--- src/rtl/modport_mem_pkg.sv ---
// Shared sizes and types for the 4x8 register memory.
// DEPTH is tied to ADDR_WIDTH so every address value names a real word.
package modport_mem_pkg;
  localparam int ADDR_WIDTH = 2;
  localparam int DATA_WIDTH = 8;
  localparam int DEPTH      = 2 ** ADDR_WIDTH;

  typedef logic [ADDR_WIDTH-1:0] addr_t;
  typedef logic [DATA_WIDTH-1:0] data_t;
  typedef data_t [DEPTH-1:0]     mem_t;
endpackage

--- src/rtl/modport_mem_if.sv ---
// Access bus for modport_mem: the master drives address, enables and write data.
// The slave returns registered read data; there is no backpressure.
interface modport_mem_if;
  import modport_mem_pkg::*;

  addr_t addr;
  logic  wr_en;
  logic  rd_en;
  data_t wdata;
  data_t rdata;

  modport master (
    output addr,
    output wr_en,
    output rd_en,
    output wdata,
    input  rdata
  );

  modport slave (
    input  addr,
    input  wr_en,
    input  rd_en,
    input  wdata,
    output rdata
  );
endinterface

--- src/rtl/modport_mem_array.sv ---
// Storage array: synchronous write, registered read, synchronous clear.
// Read data is valid one cycle after re; same-address write+read returns old contents.
module modport_mem_array
  import modport_mem_pkg::*;
(
  input  logic  clk,
  input  logic  reset,
  input  logic  we,
  input  logic  re,
  input  addr_t addr,
  input  data_t wdata,
  output data_t rdata
);

  mem_t mem;

  // Both updates use the pre-edge mem contents, which gives read-before-write.
  always_ff @(posedge clk) begin
    if (reset) begin
      mem   <= '0;
      rdata <= '0;
    end else begin
      if (we) mem[addr] <= wdata;
      if (re) rdata     <= mem[addr];
    end
  end

endmodule

--- src/rtl/modport_mem.sv ---
// 4x8 single-port register memory behind a modport bus; 1-cycle read latency, no backpressure.
// rdata holds its last value when no read is issued.
module modport_mem
  import modport_mem_pkg::*;
(
  input  logic          clk,
  input  logic          reset,
  modport_mem_if.slave  bus
);

  logic  we;
  logic  re;
  data_t rdata;

  // Reset aborts any access presented in the same cycle.
  assign we = bus.wr_en & ~reset;
  assign re = bus.rd_en & ~reset;

  modport_mem_array u_array (
    .clk   (clk),
    .reset (reset),
    .we    (we),
    .re    (re),
    .addr  (bus.addr),
    .wdata (bus.wdata),
    .rdata (rdata)
  );

  assign bus.rdata = rdata;

endmodule

--- src/flat_wrapper.sv ---
// flat-port wrapper written by rule: the top's interface ports become plain ports
module modport_mem_flat import modport_mem_pkg::*;
  (clk, reset, bus_addr, bus_wr_en, bus_rd_en, bus_wdata, bus_rdata);
  modport_mem_if bus_i ();
  input  logic clk;
  input  logic reset;
  input wire logic [$bits(bus_i.addr)-1:0] bus_addr;
  input wire logic [$bits(bus_i.wr_en)-1:0] bus_wr_en;
  input wire logic [$bits(bus_i.rd_en)-1:0] bus_rd_en;
  input wire logic [$bits(bus_i.wdata)-1:0] bus_wdata;
  output wire logic [$bits(bus_i.rdata)-1:0] bus_rdata;
  assign bus_i.addr = bus_addr;
  assign bus_i.wr_en = bus_wr_en;
  assign bus_i.rd_en = bus_rd_en;
  assign bus_i.wdata = bus_wdata;
  assign bus_rdata = bus_i.rdata;
  modport_mem u_core (.clk(clk), .reset(reset), .bus(bus_i));
endmodule
--- config.mk ---
export PLATFORM = sky130hd
export DESIGN_NAME = modport_mem_flat
export DESIGN_NICKNAME = d
export VERILOG_FILES = /design/src/rtl/modport_mem_pkg.sv /design/src/rtl/modport_mem_if.sv /design/src/rtl/modport_mem_array.sv /design/src/rtl/modport_mem.sv /design/src/flat_wrapper.sv
export SDC_FILE = /design/constraint.sdc
export NUM_CORES = 1
export LEC_CHECK = 0
export BUFFER_PORTS_ARGS = -buffer_cell sky130_fd_sc_hd__buf_4
export CAP_MARGIN = 20
export CORE_MARGIN = 2
export CORE_UTILIZATION = 55
export CTS_CLUSTER_DIAMETER = 80
export DETAILED_ROUTE_END_ITERATION = 8
export PLACE_DENSITY_LB_ADDON = 0.3
export SLEW_MARGIN = 25
export SYNTH_ARGS = -nofsm -noshare
export SYNTH_HDL_FRONTEND = slang
export SYNTH_HIERARCHICAL = 1
export SYNTH_SLANG_ARGS = --single-unit
--- constraint.sdc ---
create_clock -name clk -period 1.9 [get_ports clk]
set_clock_uncertainty 0.2 [all_clocks]
set_input_delay 0.285 -clock clk [delete_from_list [all_inputs] [get_ports clk]]
set_output_delay 0.285 -clock clk [all_outputs]
set_load 0.01 [all_outputs]
### After elaboration in Yosys (flattened, before gate mapping)

Index checks and enable logic that the tools add are counted.

| word-level totals | value |
|---|---|
| register bits after elaboration | 40 |
| input bits | 14 |
| output and inout port bits | 8 |
| word-level logic and storage cells | 16 |

| operators by class | value |
|---|---|
| $lt $le $gt $ge | 2 |
| mux-type cells | 5 |
| bitwise gates (word level) | 3 |
| reduce and logical (&&, ||, !) cells | 1 |

Operators by type and width:

| cell | count |
|---|---|
| $bwmux W32 | 1 |
| $bmux W8 S2 | 1 |
| $demux W8 S2 | 1 |
| $mux W8 | 2 |
| $lt A2 B3 Y1 const B | 1 |
| $and A1 B1 Y1 | 2 |
| $ge A2 B1 Y1 const B | 1 |
| $logic_and A1 B1 Y1 | 1 |
| $not A1 Y1 | 1 |

### Depth between registers and ports, before layout

Gate-level depths: netlist of run 1.

| depth | value |
|---|---|
| depth after elaboration | 5 |
| gate-level depth with buffers | 5 |
| depth with buffers taken out | 4 |

### Hierarchy

The synthesis of run 1 kept the hierarchy.

By module, submodules not included:

| module | instances | cells each | area an instance (um2) |
|---|---|---|---|
| modport_mem_array | 1 | 142 | 1,646.6 |
| modport_mem | 1 | 2 | 12.5 |

### Worst setup path before layout of run 1

OpenSTA, ideal clock, no wires.

| timing path | value |
|---|---|
| path type | input -> register |
| start | input port bus_wr_en |
| end | register u_core/u_array/mem[0] (netlist name) |
| library setup time | 0.128 ns |
| data arrival time | 1.124 ns |
| setup slack | 0.449 ns |
| cell stages on the path | 5 |
| buffers on the path | 1 |
| cells stage by stage | nor2b_1 > nor3b_1 > buf_4 > mux2i_1 > nor2_1 |

| on the way | value |
|---|---|
| longest elaborated chain between the ends | 1 |

Ends and longest elaborated chain:

| what | RTL line | RTL |
|---|---|---|
| start: declaration | flat_wrapper.sv:8 | `input wire logic [$bits(bus_i.wr_en)-1:0] bus_wr_en;` |
| $and A1 B1 Y1 | modport_mem.sv:16 | `assign we = bus.wr_en & ~reset;` |
| end signal: indexed assignment | modport_mem_array.sv:23 | `if (we) mem[addr] <= wdata;` |
| end: declaration | modport_mem_array.sv:15 | `mem_t mem;` |

Every way passes these cells.
A chain may end at the register's enable or synchronous reset.

### Final worst setup path of run 1

| timing path | value |
|---|---|
| start | input port reset |
| end | register u_core/u_array/mem[5] (netlist name) |

| on the way | value |
|---|---|
| longest elaborated chain between the ends | 2 |

Ends and longest elaborated chain:

| what | RTL line | RTL |
|---|---|---|
| start: declaration | flat_wrapper.sv:6 | `input logic reset;` |
| $not A1 Y1 | modport_mem.sv:16 |  |
| $and A1 B1 Y1 | modport_mem.sv:16 |  |
| net u_core.we | modport_mem.sv:11 | `logic we;` |

The timed path passes the listed nets, and every way through them passes these cells.

==> results.md, run 1 <==
* CP required at 1940 ps
* CTS tree: built
* Area Growth Syn to Fin at 20.1%
* Synth Register Bits at 40
* DR vias at 1,149
* Post-CTS Repair Setup Buffers at 0
* Period Utilization, post-route at 0.734
* Post-Syn Area at 1660 µm²
* Top cells by area, synth: dfxtp_1 (48%), mux2i_1 (24%), nor2_1 (9.0%)
* Sequential share of the synthesized area at 0.483
* Status: finished, final reports clean
* CP max FO at 8
* CP Class: in -> reg
* Total Wirelength at 3200 µm
* Vias in the first global route at 1,172
* # setup viols final at 0
* Final Slew Violations at 0
* Pre-CTS setup slack at 205 ps
* CP startpoint kind: input pin
* Netlist cell types at 12
* Relative slew margins at 0.778
* Total GRT Usage at 0.212
* Syn_nets at 158
* Min Tclk post-route at 1390 ps
* N_diodes at 0
* Die W at 58.9 µm
* Final ANT Viol Nets at 0
* Vias/cell at 5.55
* First-pass GRT wire length at 5350 µm
* Final Non-Filler Cells at 207
* CORE AREA at 2810 µm²
* Clock latency on the worst-skew pair at 340 ps
* PnR worst setup slack at 506 ps
* Commonest cells after routing, fill and taps aside: mux2i_1 (40), nor2_1 (40), dfxtp_1 (40)
* Final hold vios at 0
* Rows at 19
* Leak at 0.967 nW
* CP Capture Type: register
* Placed cell area at 1850 µm²
* Layout cells sized above 1 at 0.239
* Worst slew pin tran at 333 ps
* Data arrival time of the critical path at 1430 ps
* Initial antenna violation count at 0
* Gr ovfl total at 0
* Worst hold path class: in -> reg
* Clock Sinks at 40
* DRC at 0
* CTS buffer count at 5
* Cell area power density at 808 nW/µm²
* Placer Congestion at 0.697
* Total power draw at 1.61 mW
* RSZ-0062 raised after global routing: false
* Iteration-0 DRC Markers at 48
* Starting Density at 0.591
* Clk buf depth at 2
* Maximum VDD drop at 0.656 mV
* Final Instance Area at 1990 µm²
* TNS Setup at 0 ps
* Synth warn at 6
* Synthesized area per cell at 11.5 µm²
* Hpwl dp at 2160 µm
* FF-to-FF setup slack at 560 ps
* Root Driver: clkbuf_4
* Share of the synthesized area in the top cell type at 0.483
* Die Footprint at 3470 µm²
* Filler Cell Count at 207
* Maximum clock rate at 717 MHz
* PortBufs at 21
* Clock Pin Slew Worst Setup and Hold Paths at 110 ps
* I/O pins at 22
* DR pass1 iterations at 4
* Final nets at 189
* H-tree depth at 2
* Mapped Cells at 144
* Area leader, netlist: dfxtp_1
* Max_cap viols at 0
* Per-cell routed wire length at 15.4 µm
* Largest net degree at the start of global routing at 22
* Placed Instances at 194
* Die Y at 58.9 µm
## worst max-delay path, stage by stage
cell     delay (ps)
buf_4           120
nor2b_1         230
nor3b_1         240
buf_4           230
mux2i_1         260
nor2_1           70
## where the power goes
part	switching (mW)	internal (mW)
Combinational	0.0651	0.0701
Clock	0.264	0.349
Sequential	0.00829	0.854
Total	0.338	1.27
## routing by layer
metal  wire (µm)  part of all wire  GRT usage  vias up
met5           0                 0          0        -
met4          48             0.015      0.104        0
met3         119             0.037     0.0505        6
met2        1640              0.51      0.357       26
met1        1390              0.43      0.253      556
li1            -                 -          -      561
## registers in the layout (all words and copies together) (netlist names)
signal and flops:
u_core/u_array/mem 32, u_core/u_array/rdata 8
## final cells by class
class / instances / area [µm²] / share of cell area
Sequential cell: 40 / 801 / 0.402
Multi-Input combinational cell: 94 / 791 / 0.397
Timing Repair Buffer: 34 / 268 / 0.134
Clock buffer: 7 / 65.1 / 0.0326
Tap cell: 31 / 38.8 / 0.0195
Clock inverter: 1 / 30.0 / 0.0151
## stage by stage
step                utilization  hold WS, ps
global route              0.711         3.64
CTS                       0.700        0.203
finish                    0.711         6.80
detailed placement        0.659          276
floorplan                     -          229
global placement          0.659          267
## path summary, 6_finish.rpt
| path | startpoint | endpoint | cells past startpoint |
|---|---|---|---|
| max reg2reg | u_core/u_array/mem[15] | u_core/u_array/rdata[7] | 3 |
| min | bus_wdata[6] | u_core/u_array/mem[6] | 3 |
| max | reset | u_core/u_array/mem[5] | 6 |
| min reg2reg | u_core/u_array/rdata[6] | u_core/u_array/rdata[6] | 2 |
## synthesized netlist by cell type
cell and n:
dfxtp_1 40, mux2i_1 40, nor2_1 40, buf_4 4, clkbuf_1 4, mux4_1 4, mux4_2 4, buf_6 2
nand3b_1 2, nor2b_1 2, nand3_2 1, nor3b_1 1
## repair_timing
| item | CTS | global route |
|---|---|---|
| gates resized for setup | 0 | 0 |
| endpoints found under the hold margin | 3 | 3 |
| hold buffers | 2 | 3 |
## logic make-up after synthesis
group                  share of synthesized area
flip-flops                                 0.483
multiplexers                               0.359
buffers and inverters                     0.0407
AND/OR/NAND/NOR                            0.118
Power figures use the tool's default switching activity.
==> run 2: changes to the inputs <==
--- a/config.mk
+++ b/config.mk
@@ -8,7 +8,7 @@
 export BUFFER_PORTS_ARGS = -buffer_cell sky130_fd_sc_hd__buf_4
 export CAP_MARGIN = 20
 export CORE_MARGIN = 2
-export CORE_UTILIZATION = 55
+export CORE_UTILIZATION = 50
 export CTS_CLUSTER_DIAMETER = 80
 export DETAILED_ROUTE_END_ITERATION = 8
 export PLACE_DENSITY_LB_ADDON = 0.3
==> constraint.sdc (replaced) <==
create_clock -name clk -period 1.2 [get_ports clk]
set_clock_uncertainty 0.2 [all_clocks]
set_input_delay 0.18 -clock clk [delete_from_list [all_inputs] [get_ports clk]]
set_output_delay 0.18 -clock clk [all_outputs]
set_load 0.01 [all_outputs]
==> run 2 against run 1 <==
Effect of this change: the run now ends with negative setup slack left; global-route usage is 0.062 points higher; register-to-register slack lost 670 ps; non-clock buffer count increased by 22; final area rose by 10%; hold slack improved by 190 ps; count of clock-buffer cells in the layout rose by 1; critical path depth shrank 3; wire length rose by 6.6%; sequential power up 59%; core utilization is 0.33 points lower; clock power is 14% higher; highest routed layer unchanged.
==> results.md, run 2 (synthesized netlist as in run 1, its figures left out) <==
* M1 WL at 1490 µm
* Finished Core Util at 0.707
* Clock network fraction of total power at 0.302
* Combinational share of power at 0.112
* Clock latency on the worst-skew pair at 350 ps
* Clock Sinks at 40
* Period Utilization, post-route at 1.09
* CP required at 1230 ps
* Worst hold path class: in -> reg
* Total GRT Usage at 0.213
* Met2 WL at 1730 µm
* CORE AREA at 3100 µm²
* Area Growth Syn to Fin at 32.3%
* I/O pins at 22
* Rows at 20
* Relative slew margins at 0.742
* Final nets at 211
* Seq pwr share at 0.586
* CP startpoint kind: register
* Min Tclk post-route at 1310 ps
* Largest register FFs at 32
* CTS tree: built
* CP Class: reg -> reg
* Gr ovfl total at 0
* CP Capture Type: register
* Top Metal Used: met4
* DR pass1 iterations at 4
* CP Launch Point: u_core/u_array/mem[28]
* Max_cap viols at 0
* Leak at 1.05 nW
* Starting Density at 0.535
* H-tree depth at 2
* Commonest cells after routing, fill and taps aside: buf_4 (40), mux2i_1 (40), nor2_1 (40)
* Die W at 61.6 µm
* Maximum VDD drop at 0.686 mV
* Root Driver: clkbuf_4
* Iteration-0 DRC Markers at 49
* Placer Congestion at 0.756
* Min Hold Slack at 195 ps
* RSZ-0062 raised after global routing: true
* DR vias at 1,209
* Cell area power density at 1060 nW/µm²
* Vias in the first global route at 1,235
* Final Slew Violations at 0
* Maximum clock rate at 762 MHz
* # setup viols final at 8
* PortBufs at 21
* Layout cells sized above 1 at 0.414
* First-pass GRT wire length at 5600 µm
* Per-cell routed wire length at 14.1 µm
* Cell Int Power at 1.79 mW
* Worst r2r src: u_core/u_array/mem[28]
* Switching portion of total power at 0.233
* Clk buf depth at 2
* CTS buffer count at 5
* Hold Crit Start: bus_addr[0]
* Total Wirelength at 3410 µm
* Worst slew pin tran at 387 ps
* Initial antenna violation count at 0
* Largest net degree at the start of global routing at 41
* Status: finished, violations left
* N_diodes at 0
* Vias/cell at 5.00
* PnR worst setup slack at -112 ps
* Violated checks: negative setup slack
* Final ANT Viol Nets at 0
* Met3 Wirelength at 117 µm
* Data arrival time of the critical path at 1340 ps
* Largest registers: u_core/u_array/mem (32), u_core/u_array/rdata (8)
* Largest Register: u_core/u_array/mem
* Die Footprint at 3800 µm²
* CP max FO at 2
* Hpwl dp at 2450 µm
* DRC at 0
* Clock Pin Slew Worst Setup and Hold Paths at 110 ps
* Die Y at 61.6 µm
* Pre-CTS setup slack at -274 ps
* Final hold vios at 0
* Net Switching at 0.542 mW
[run 2: cell count changes in the layout (fill, tap and decap cells not counted), moves of 3 or more]
cell / delta
buf_4: +11
mux4_2: +4
dlygate4sd3_1: +3
dfxtp_2: +17
mux4_1: -4
dfxtp_1: -17
buf_6: +8
[run 2: path summary, 6_finish.rpt]
kind,depth (start not counted),slack (ps),to
setup / recovery,3,-110,u_core/u_array/rdata[4]
hold / removal,4,200,u_core/u_array/rdata[7]
setup reg to reg,3,-110,u_core/u_array/rdata[4]
hold reg to reg,2,300,u_core/u_array/mem[28]
[run 2: timing repair]
action / CTS / global route
buffers inserted: 4 / 1
hold endpoints to repair: 32 / 0
gates resized for setup: 18 / 7
pin swaps: 0 / 1
setup endpoints to repair: 16 / 16
hold buffers: 8 / 0
[run 2: metal layers]
layer	vias up	track usage
met3	8	0.0714
met4	0	0.0973
met2	23	0.365
met5	-	0
li1	601	-
met1	577	0.237
[run 2: power groups by stage]
| stage | clock (mW) | sequential [mW] | combinational [mW] |
|---|---|---|---|
| 5_1_grt | 0.773 | 1.37 | 0.279 |
| 2_1_floorplan | 0 | 1.39 | 0.137 |
| 3_5_place_dp | 0 | 1.40 | 0.234 |
| 4_1_cts | 0.726 | 1.37 | 0.260 |
| 6_report | 0.703 | 1.37 | 0.261 |
| 3_3_place_gp | 0 | 1.39 | 0.228 |
[run 2: stage by stage]
step / setup TNS [ps] / instance area, µm² / total power, mW / instances
after floorplan: -450 / 1670 / 1.53 / 144
after global placement: -5340 / 1970 / 1.62 / 221
after detailed placement: -6780 / 1970 / 1.63 / 221
after CTS: -808 / 2180 / 2.35 / 241
after global routing: -1290 / 2190 / 2.42 / 242
final: -772 / 2190 / 2.33 / 242
[run 2: layout make-up]
class / instances / area, µm²
timing repair buffer: 56 / 470
multi-input combinational: 94 / 788
fill: 260 / 908
clock buffer: 8 / 58.8
tap: 44 / 55.1
sequential: 40 / 822
[run 2: critical path: stages (launching register included)]
cell	delay [ps]
dfxtp_2	330
mux4_2	460
mux2i_1	150
nor2_1	50
